## src/rtl/diff_locator_seq_pkg.sv

```systemverilog
// Shared definitions for the sequential first-difference locator.
package diff_locator_seq_pkg;

   typedef enum logic [1:0] {
      IDLE = 2'd0,
      SCAN = 2'd1,
      DONE = 2'd2
   } state_e;

   localparam logic MODE_LSB = 1'b0;
   localparam logic MODE_MSB = 1'b1;

endpackage

```

## src/rtl/chunk_prio_enc.sv

```systemverilog
// Combinational priority encoder over one slice; dir selects lowest (LSB) or highest (MSB) set bit.
module chunk_prio_enc
   import diff_locator_seq_pkg::*;
#(
   parameter int CHUNK = 8,
   localparam int OFF_W = (CHUNK > 1) ? $clog2(CHUNK) : 1
) (
   input  logic [CHUNK-1:0] slice,
   input  logic             dir,
   output logic             any,
   output logic [OFF_W-1:0] offset
);

   // Later assignments win, so the loop direction picks the priority end.
   always_comb begin
      any    = |slice;
      offset = '0;
      if (dir == MODE_MSB) begin
         for (int i = 0; i < CHUNK; i++) begin
            if (slice[i]) offset = OFF_W'(i);
         end
      end else begin
         for (int i = CHUNK - 1; i >= 0; i--) begin
            if (slice[i]) offset = OFF_W'(i);
         end
      end
   end

endmodule

```

## src/rtl/diff_locator_seq.sv

```systemverilog
// Multi-cycle first-difference locator: scans a^b one CHUNK-bit slice per cycle, stops at first hit.
module diff_locator_seq
   import diff_locator_seq_pkg::*;
#(
   parameter int WIDTH = 32,
   parameter int CHUNK = 8,
   localparam int IDX_W = (WIDTH > 1) ? $clog2(WIDTH) : 1,
   localparam int NCHUNK = WIDTH / CHUNK
) (
   input  logic             clk,
   input  logic             rst_n,
   input  logic             in_valid,
   output logic             in_ready,
   input  logic [WIDTH-1:0] a,
   input  logic [WIDTH-1:0] b,
   input  logic             msb_first,
   output logic             out_valid,
   input  logic             out_ready,
   output logic             found,
   output logic [IDX_W-1:0] idx,
   output logic [WIDTH-1:0] onehot
);

   localparam int CNT_W = (NCHUNK > 1) ? $clog2(NCHUNK) : 1;
   localparam int OFF_W = (CHUNK > 1) ? $clog2(CHUNK) : 1;

   if ((CHUNK < 1) || (WIDTH % CHUNK != 0)) begin : g_bad_cfg
      $error("diff_locator_seq: WIDTH must be a non-zero multiple of CHUNK");
   end

   state_e             state_q, state_d;
   logic [WIDTH-1:0]   x_q;
   logic               mode_q;
   logic [CNT_W-1:0]   k_q;
   logic               found_q;
   logic [IDX_W-1:0]   idx_q;
   logic [WIDTH-1:0]   onehot_q;

   logic [CNT_W-1:0]   sel;
   logic [CHUNK-1:0]   slice;
   logic               any;
   logic [OFF_W-1:0]   offset;
   logic [IDX_W-1:0]   hit_idx;
   logic               last;

   // MSB mode walks slices from the top down.
   assign sel     = (mode_q == MODE_LSB) ? k_q : CNT_W'(NCHUNK - 1) - k_q;
   assign last    = (k_q == CNT_W'(NCHUNK - 1));
   assign hit_idx = IDX_W'(int'(sel) * CHUNK + int'(offset));

   always_comb begin
      slice = '0;
      for (int c = 0; c < NCHUNK; c++) begin
         if (CNT_W'(c) == sel) slice = x_q[c*CHUNK +: CHUNK];
      end
   end

   chunk_prio_enc #(
      .CHUNK (CHUNK)
   ) u_enc (
      .slice  (slice),
      .dir    (mode_q),
      .any    (any),
      .offset (offset)
   );

   always_ff @(posedge clk) begin
      if (!rst_n) state_q <= IDLE;
      else        state_q <= state_d;
   end

   always_comb begin
      state_d = state_q;
      unique case (state_q)
         IDLE:    if (in_valid) state_d = SCAN;
         SCAN:    if (any || last) state_d = DONE;
         DONE:    if (out_ready) state_d = IDLE;
         default: state_d = IDLE;
      endcase
   end

   always_comb begin
      in_ready  = (state_q == IDLE);
      out_valid = (state_q == DONE);
   end

   always_ff @(posedge clk) begin
      if (!rst_n) begin
         x_q      <= '0;
         mode_q   <= MODE_LSB;
         k_q      <= '0;
         found_q  <= 1'b0;
         idx_q    <= '0;
         onehot_q <= '0;
      end else if (state_q == IDLE) begin
         if (in_valid) begin
            x_q    <= a ^ b;
            mode_q <= msb_first;
            k_q    <= '0;
         end
      end else if (state_q == SCAN) begin
         if (any) begin
            found_q  <= 1'b1;
            idx_q    <= hit_idx;
            onehot_q <= WIDTH'(1) << hit_idx;
         end else if (last) begin
            found_q  <= 1'b0;
            idx_q    <= '0;
            onehot_q <= '0;
         end else begin
            k_q <= k_q + CNT_W'(1);
         end
      end
   end

   assign found  = found_q;
   assign idx    = idx_q;
   assign onehot = onehot_q;

endmodule

```

## config.mk

```make
export PLATFORM = sky130hd
export DESIGN_NAME = diff_locator_seq
export DESIGN_NICKNAME = d
export VERILOG_FILES = /design/src/rtl/diff_locator_seq_pkg.sv /design/src/rtl/chunk_prio_enc.sv /design/src/rtl/diff_locator_seq.sv
export SDC_FILE = /design/constraint.sdc
export NUM_CORES = 1
export LEC_CHECK = 0
export CAP_MARGIN = 20
export CORE_MARGIN = 2
export CORE_UTILIZATION = 47
export CTS_CLUSTER_SIZE = 25
export DETAILED_ROUTE_END_ITERATION = 7
export PLACE_DENSITY = 0.8
export SYNTH_ARGS = -nofsm -noshare
export SYNTH_HDL_FRONTEND = slang
export SYNTH_SLANG_ARGS = --single-unit
```

## constraint.sdc

```tcl
create_clock -name clk -period 2.7 [get_ports clk]
set_input_delay 0.27 -clock clk [delete_from_list [all_inputs] [get_ports clk]]
set_output_delay 0.27 -clock clk [all_outputs]
set_load 0.05 [all_outputs]
```

==> flow_metrics.py, run 1 <==
metrics = {
    "outcome": {
        "run_status": "finished clean",
    },
    "worst_setup_path": {
        "crit_type": "flip-flop to flip-flop",
        "reg2regPathDepth": 8,
        "worstPathArrival_ns": 2.70,
        "r2r_end": "onehot[15]",
        "worstSetupEndpointType": "flip-flop",
        "cp-start-kind": "flip-flop",
        "worstReg2RegStart": "mode_q",
        "cp_max_fo": 10,
        "worst_ep_required_time_ns": 2.95,
        "regToRegSetupSlack_ns": 0.25,
    },
    "timing": {
        "tightest_slew_ns": 0.5207,
        "slew_headroom": 0.6518,
        "tns_ns": 0,
        "fin_worst_skew_ns": 0.008938,
        "finalSetupViolCount": 0,
        "rsz0062_at_grt": "false",
        "fin_crit_sh": 0.9072,
        "slew_violations": 0,
        "setup_ws_ns": 0.2506,
        "fmax_ghz": 0.4083,
        "finalHoldViolCount": 0,
        "fin_crit_ns": 2.449,
    },
    "placement": {
        "preCtsSetupSlack_ns": -0.01203,
        "gp_congestion": 0.8385,
        "postPlaceCellArea_mm2": 0.004801,
        "dpl.hpwl_um": 6523,
        "port_buffers": 108,
    },
    "detailed_routing": {
        "routedWlPerCell_um": 13.93,
        "dr_total_vias": 3098,
        "via_per_inst": 5.198,
        "drtIter0Drc": 152,
        "postRouteAntennaNets": 0,
        "route.detailed.drc": 0,
        "firstDrtPassIters": 4,
        "drt-total-wl_um": 8300,
    },
    "layout": {
        "areaGrowthSynthToFinish_pct": 39.40,
        "nNetsFinal": 559,
        "final_cell_area_mm2": 0.005051,
        "n_antenna_cell": 0,
        "drive_above_1_share": 0.1113,
    },
    "clocking": {
        "cts-root-buf": "clkbuf_8",
        "cts.sinks": 75,
        "htreeDepth": 3,
        "cts-buffers-inserted": 9,
        "cts_tree": "done",
        "clk_latency_ns": 0.34,
        "clk_path_buf_depth": 2,
        "clkTransAtPathRegs_ns": 0.08,
    },
    "synth": {
        "avgSynthCellArea_um2": 9.561,
        "synth-edff-count": 0,
        "ys_ff_latch": 75,
        "synth_largest_area_cell": "dfxtp_1",
        "async_reset_ff_frac": 0,
        "synth_nets": 449,
        "synth_ff_type": "dfxtp_1",
        "netlist_area_mm2": 0.003623,
        "ys_types": 52,
        "ys_warn_count": 0,
        "synth_top_cell_area_share": 0.4144,
        "ys_top_cells_by_area": "dfxtp_1 (41%), o211a_1 (8.8%), nand2_1 (8.1%), xnor2_1 (8.0%), o21ai_0 (3.9%)",
        "netlist_instances": 379,
        "yosysSeqAreaShare": 0.4144,
    },
    "run": {
        "maxCapViolations": 0,
    },
    "global_routing": {
        "grt_max_degree": 44,
        "grtUsageTotal": 0.2045,
        "grt_pass1_wl_um": 14050,
        "antenna_found_initial": 0,
        "overflow": 0,
        "grt_pass1_vias": 3050,
    },
    "floorplan": {
        "start_util": 0.4763,
        "dieArea_mm2": 0.008428,
        "core_mm2": 0.007607,
        "die_h_um": 91.81,
        "ioPinCount": 109,
        "num_rows": 32,
        "fp.dieW_um": 91.81,
    },
    "min_path": {
        "holdPathStages": 2,
        "hold_path.class": "flip-flop to flip-flop",
        "whs_endpoint": "onehot[7]",
        "hold_start": "onehot[7]",
    },
    "pwr": {
        "ir_drop_v": 0.0003058,
        "power_density_mw_per_mm2": 573.9,
        "leakagePower_nw": 2.040,
    },
}
[synth_stat cells, types with 2 or more instances]
cell and n:
nand2_1 78, xnor2_1 33, mux4_2 6, o21ai_1 4, nand2b_1 6, and2_1 3
nand4_1 2, dfxtp_1 75, o211a_1 32, o21ai_0 28, buf_1 2, nor2_2 2
o221ai_4 2, buf_6 5, o211ai_1 2, clkbuf_1 11, a21boi_1 3, inv_1 5
a22oi_1 8, mux2i_1 9, buf_4 4, nor2b_1 12, a31oi_1 2, o221ai_2 2
a21oi_1 2, nand3_2 2, nor2_1 14
[cell usage in the layout (no fill, tap or decap), types with 4 or more instances in the layout]
master,Yosys,layout
a22oi_1,8,8
buf_4,4,12
clkbuf_8,0,9
clkdlybuf4s50_1,0,108
dfxtp_1,75,73
inv_1,5,5
mux2i_1,9,9
mux4_2,6,6
nand2_1,78,78
nand2b_1,6,6
nor2_1,14,14
nor2b_1,12,12
o211a_1,32,32
o21ai_0,28,28
o21ai_1,4,4
xnor2_1,33,33
[power by group]
part | internal [mW] | total, mW | switching, mW | leakage [nW]
sequential | 1.18 | 1.25 | 0.0698 | 0.614
combinational | 0.361 | 0.731 | 0.371 | 1.32
clock | 0.522 | 0.920 | 0.398 | 0.103
[routing by layer]
layer	vias to the layer above	GRT usage	part of all wire
met3	8	0.03369	0.040
met1	1450	0.2414	0.42
met4	0	0.05597	0.0086
met2	85	0.3811	0.53
li1	1555	-	-
met5	-	0	0
[stage by stage]
step	std cells	util	hold WS, ns	power, mW
after floorplan	379	-	0.4304	1.748
final	596	0.6640	0.4562	2.899
after global routing	596	0.6640	0.4906	3.047
after global placement	577	0.6311	0.4360	1.982
after CTS	593	0.6599	0.4606	2.912
after detailed placement	577	0.6311	0.4436	1.998
[logic make-up after synthesis]
kind of cell,synth area share
buf+inv,0.04385
flops,0.4144
xor+xnor,0.08736
simple gates,0.1675
compound gates,0.2213
mux,0.06216
fa+ha+maj,0.003452
[final cells by class]
class | count | area [um2]
multi-input combinational | 276 | 1973
inverter | 5 | 18.77
fill | 639 | 2556
tap | 102 | 127.6
timing repair buffer | 122 | 1211
sequential | 75 | 1504
clock inverter | 6 | 88.84
clock buffer | 10 | 127.6
[registers in the layout, indices dropped and copies added (netlist names)]
signal / cells
onehot: 32
x_q: 32
idx: 5
k_q: 2
state_q: 2
found: 1
mode_q: 1
[worst max-delay path by stage]
| stage | startpoint | to | slack (ns) | cells past startpoint |
|---|---|---|---|---|
| 3_3_place_gp | k_q[1] | onehot[8] | 0.09 | 7 |
| 3_5_place_dp | k_q[1] | onehot[4] | -0.01 | 7 |
| 5_1_grt | k_q[0] | onehot[22] | 0.03 | 9 |
| 6_report | mode_q | onehot[15] | 0.25 | 8 |
| 2_1_floorplan | state_q[0] | x_q[0] | 0.49 | 6 |
| 4_1_cts | k_q[1] | onehot[4] | 0.12 | 7 |
[critical path, cell delays in order (launching register included)]
cell and delay (ns):
dfxtp_2 0.47, nand2b_1 0.12, nand2_1 0.28, buf_4 0.20, mux4_2 0.50, a31oi_1 0.21, o211a_2 0.27, nand2_1 0.12
o21ai_0 0.19
[what timing repair did]
item,CTS,global route
hold buffers,0,0
resized for setup,2,2
setup buffers,0,3
endpoints found under the setup margin,13,21
pin swaps,0,2
No activity file was read; power rests on OpenSTA's default activity.
==> run 2: changes to the inputs <==
--- a/config.mk
+++ b/config.mk
@@ -10,6 +10,7 @@
 export CORE_UTILIZATION = 47
 export CTS_CLUSTER_SIZE = 25
 export DETAILED_ROUTE_END_ITERATION = 7
+export GPL_TIMING_DRIVEN = 0
 export PLACE_DENSITY = 0.8
 export SYNTH_ARGS = -nofsm -noshare
 export SYNTH_HDL_FRONTEND = slang
==> flow_metrics.py, run 2 (same netlist as run 1, synthesis figures left out) <==
metrics = {
    "global_routing": {
        "use_met2": 0.4013,
        "grt_pass1_wl_um": 14670,
        "grt_pass1_vias": 3109,
        "grt_util_met1": 0.2525,
        "overflow": 0,
        "grtUsageTotal": 0.2175,
        "gr-max-usage-layer": "met2",
        "grt_max_degree": 14,
        "met3_usage": 0.05177,
        "antenna_found_initial": 0,
    },
    "detailed_routing": {
        "firstDrtPassIters": 4,
        "routedWlPerCell_um": 14.13,
        "drt-total-wl_um": 8635,
        "drtIter0Drc": 169,
        "postRouteAntennaNets": 0,
        "via_per_inst": 5.209,
        "dr_total_vias": 3183,
        "route.detailed.drc": 0,
    },
    "pwr": {
        "ir_drop_v": 0.0002845,
        "power_density_mw_per_mm2": 549.5,
        "leakagePower_nw": 2.045,
    },
    "floorplan": {
        "core_mm2": 0.007607,
        "ioPinCount": 109,
        "start_util": 0.4763,
        "num_rows": 32,
        "fp.dieW_um": 91.81,
        "dieArea_mm2": 0.008428,
        "die_h_um": 91.81,
    },
    "placement": {
        "preCtsSetupSlack_ns": 0.1111,
        "dpl.hpwl_um": 6855,
        "port_buffers": 108,
        "gp_congestion": 0.8682,
    },
    "timing": {
        "finalSetupViolCount": 0,
        "tightest_slew_ns": 0.5394,
        "fmax_ghz": 0.3940,
        "fin_crit_ns": 2.538,
        "rsz0062_at_grt": "true",
        "finalHoldViolCount": 0,
        "fin_worst_skew_ns": 0.01374,
        "fin_crit_sh": 0.9399,
        "slew_headroom": 0.6404,
        "slew_violations": 0,
        "setup_ws_ns": 0.1622,
    },
    "clocking": {
        "clk_latency_ns": 0.35,
        "htreeDepth": 3,
        "cts_tree": "done",
        "cts.sinks": 75,
        "hold_buffers": 0,
        "cts-buffers-inserted": 9,
        "clk_path_buf_depth": 2,
        "clkTransAtPathRegs_ns": 0.07,
        "cts-root-buf": "clkbuf_8",
    },
    "worst_setup_path": {
        "critPathMostFrequentCell": "buf_6",
        "slowest_stage": "dfxtp_1",
        "cp_slowest_stage_delay_ns": 0.41,
        "worst_ep_required_time_ns": 2.95,
        "worstPathArrival_ns": 2.79,
        "crit_chain": "buf_6 -> buf_6 -> mux2i_1 -> a22oi_1 -> o221ai_2 -> nand3_2 -> o311ai_4 -> and2_1 -> buf_4 -> buf_6 -> nand2_1 -> o21ai_1",
        "cp-start-kind": "flip-flop",
        "crit_type": "flip-flop to flip-flop",
        "cp_max_fo": 10,
        "worstSetupEndpointType": "flip-flop",
    },
    "layout": {
        "drive_above_1_share": 0.1081,
        "most-common-layout-cells": "clkdlybuf4s50_1 (108), nand2_1 (78), dfxtp_1 (75)",
        "final_core_util": 0.6688,
        "final_common_cell": "clkdlybuf4s50_1",
        "n_antenna_cell": 0,
        "nNetsFinal": 574,
        "areaGrowthSynthToFinish_pct": 40.40,
    },
    "min_path": {
        "hold_path.class": "flip-flop to flip-flop",
    },
    "outcome": {
        "run_status": "finished clean",
    },
    "run": {
        "maxCapViolations": 0,
    },
}
==> run 2: repair_timing <==
| action | 4_1_cts | 5_1_grt |
|---|---|---|
| setup buffers | 0 | 6 |
| endpoints found under the hold margin | 0 | 0 |
| endpoints found under the setup margin | 0 | 33 |
| resized for setup | 0 | 6 |
==> run 2: worst max-delay path: cells and delay by family, from the launching register on <==
| family | cells | cell delay, ns |
|---|---|---|
| AND/OR/NAND/NOR | 3 | 0.45 |
| multiplexers | 1 | 0.20 |
| buffers and inverters | 4 | 0.65 |
| AO/OA/AOI/OAI | 4 | 0.72 |
| flip-flops | 1 | 0.41 |
==> run 2: worst paths after layout <==
check	depth (start not counted)	slack (ns)	from	to
setup reg to reg	12	0.16	mode_q	onehot[2]
hold / removal	2	0.46	onehot[13]	onehot[13]
setup / recovery	12	0.16	mode_q	onehot[2]
hold reg to reg	2	0.46	onehot[13]	onehot[13]
==> run 2: layout make-up <==
type | count | area, um2
multi-input cells | 276 | 1979
repair buffers | 114 | 1126
plain buffers | 23 | 146.4
fillers | 616 | 2520
clock buffers | 11 | 151.4
flip-flops and latches | 75 | 1501
inverters | 5 | 18.77
well taps | 102 | 127.6
clock inverters | 5 | 36.28
==> run 2: routing by layer <==
layer,vias to the layer above,wire (um),share of wire
met5,-,0,0
met4,0,89,0.010
met3,7,424,0.049
met2,99,4565,0.53
met1,1496,3556,0.41
li1,1581,-,-
==> run 2: metrics by stage <==
stage | TNS [ns] | hold slack (ns) | power, mW | std cells | area, um2
after detailed placement | 0 | 0.4435 | 2.006 | 589 | 4832
final | 0 | 0.4563 | 2.795 | 611 | 5087
after global routing | -0.06102 | 0.4839 | 2.936 | 611 | 5087
after floorplan | 0 | 0.4304 | 1.748 | 379 | 3623
after CTS | 0 | 0.4624 | 2.788 | 605 | 5020
after global placement | 0 | 0.4341 | 1.986 | 589 | 4832
==> run 2: power breakdown <==
part / internal, mW / switching, mW
clock: 0.385 / 0.413
combinational: 0.366 / 0.386
sequential: 1.18 / 0.0680
==> run 3: changes to the inputs <==
--- a/config.mk
+++ b/config.mk
@@ -5,7 +5,7 @@
 export SDC_FILE = /design/constraint.sdc
 export NUM_CORES = 1
 export LEC_CHECK = 0
-export CAP_MARGIN = 20
+export CAP_MARGIN = 10
 export CORE_MARGIN = 2
 export CORE_UTILIZATION = 47
 export CTS_CLUSTER_SIZE = 25
==> results of run 3 <==
Final layout, timing and power as in run 2 (identical DEF).
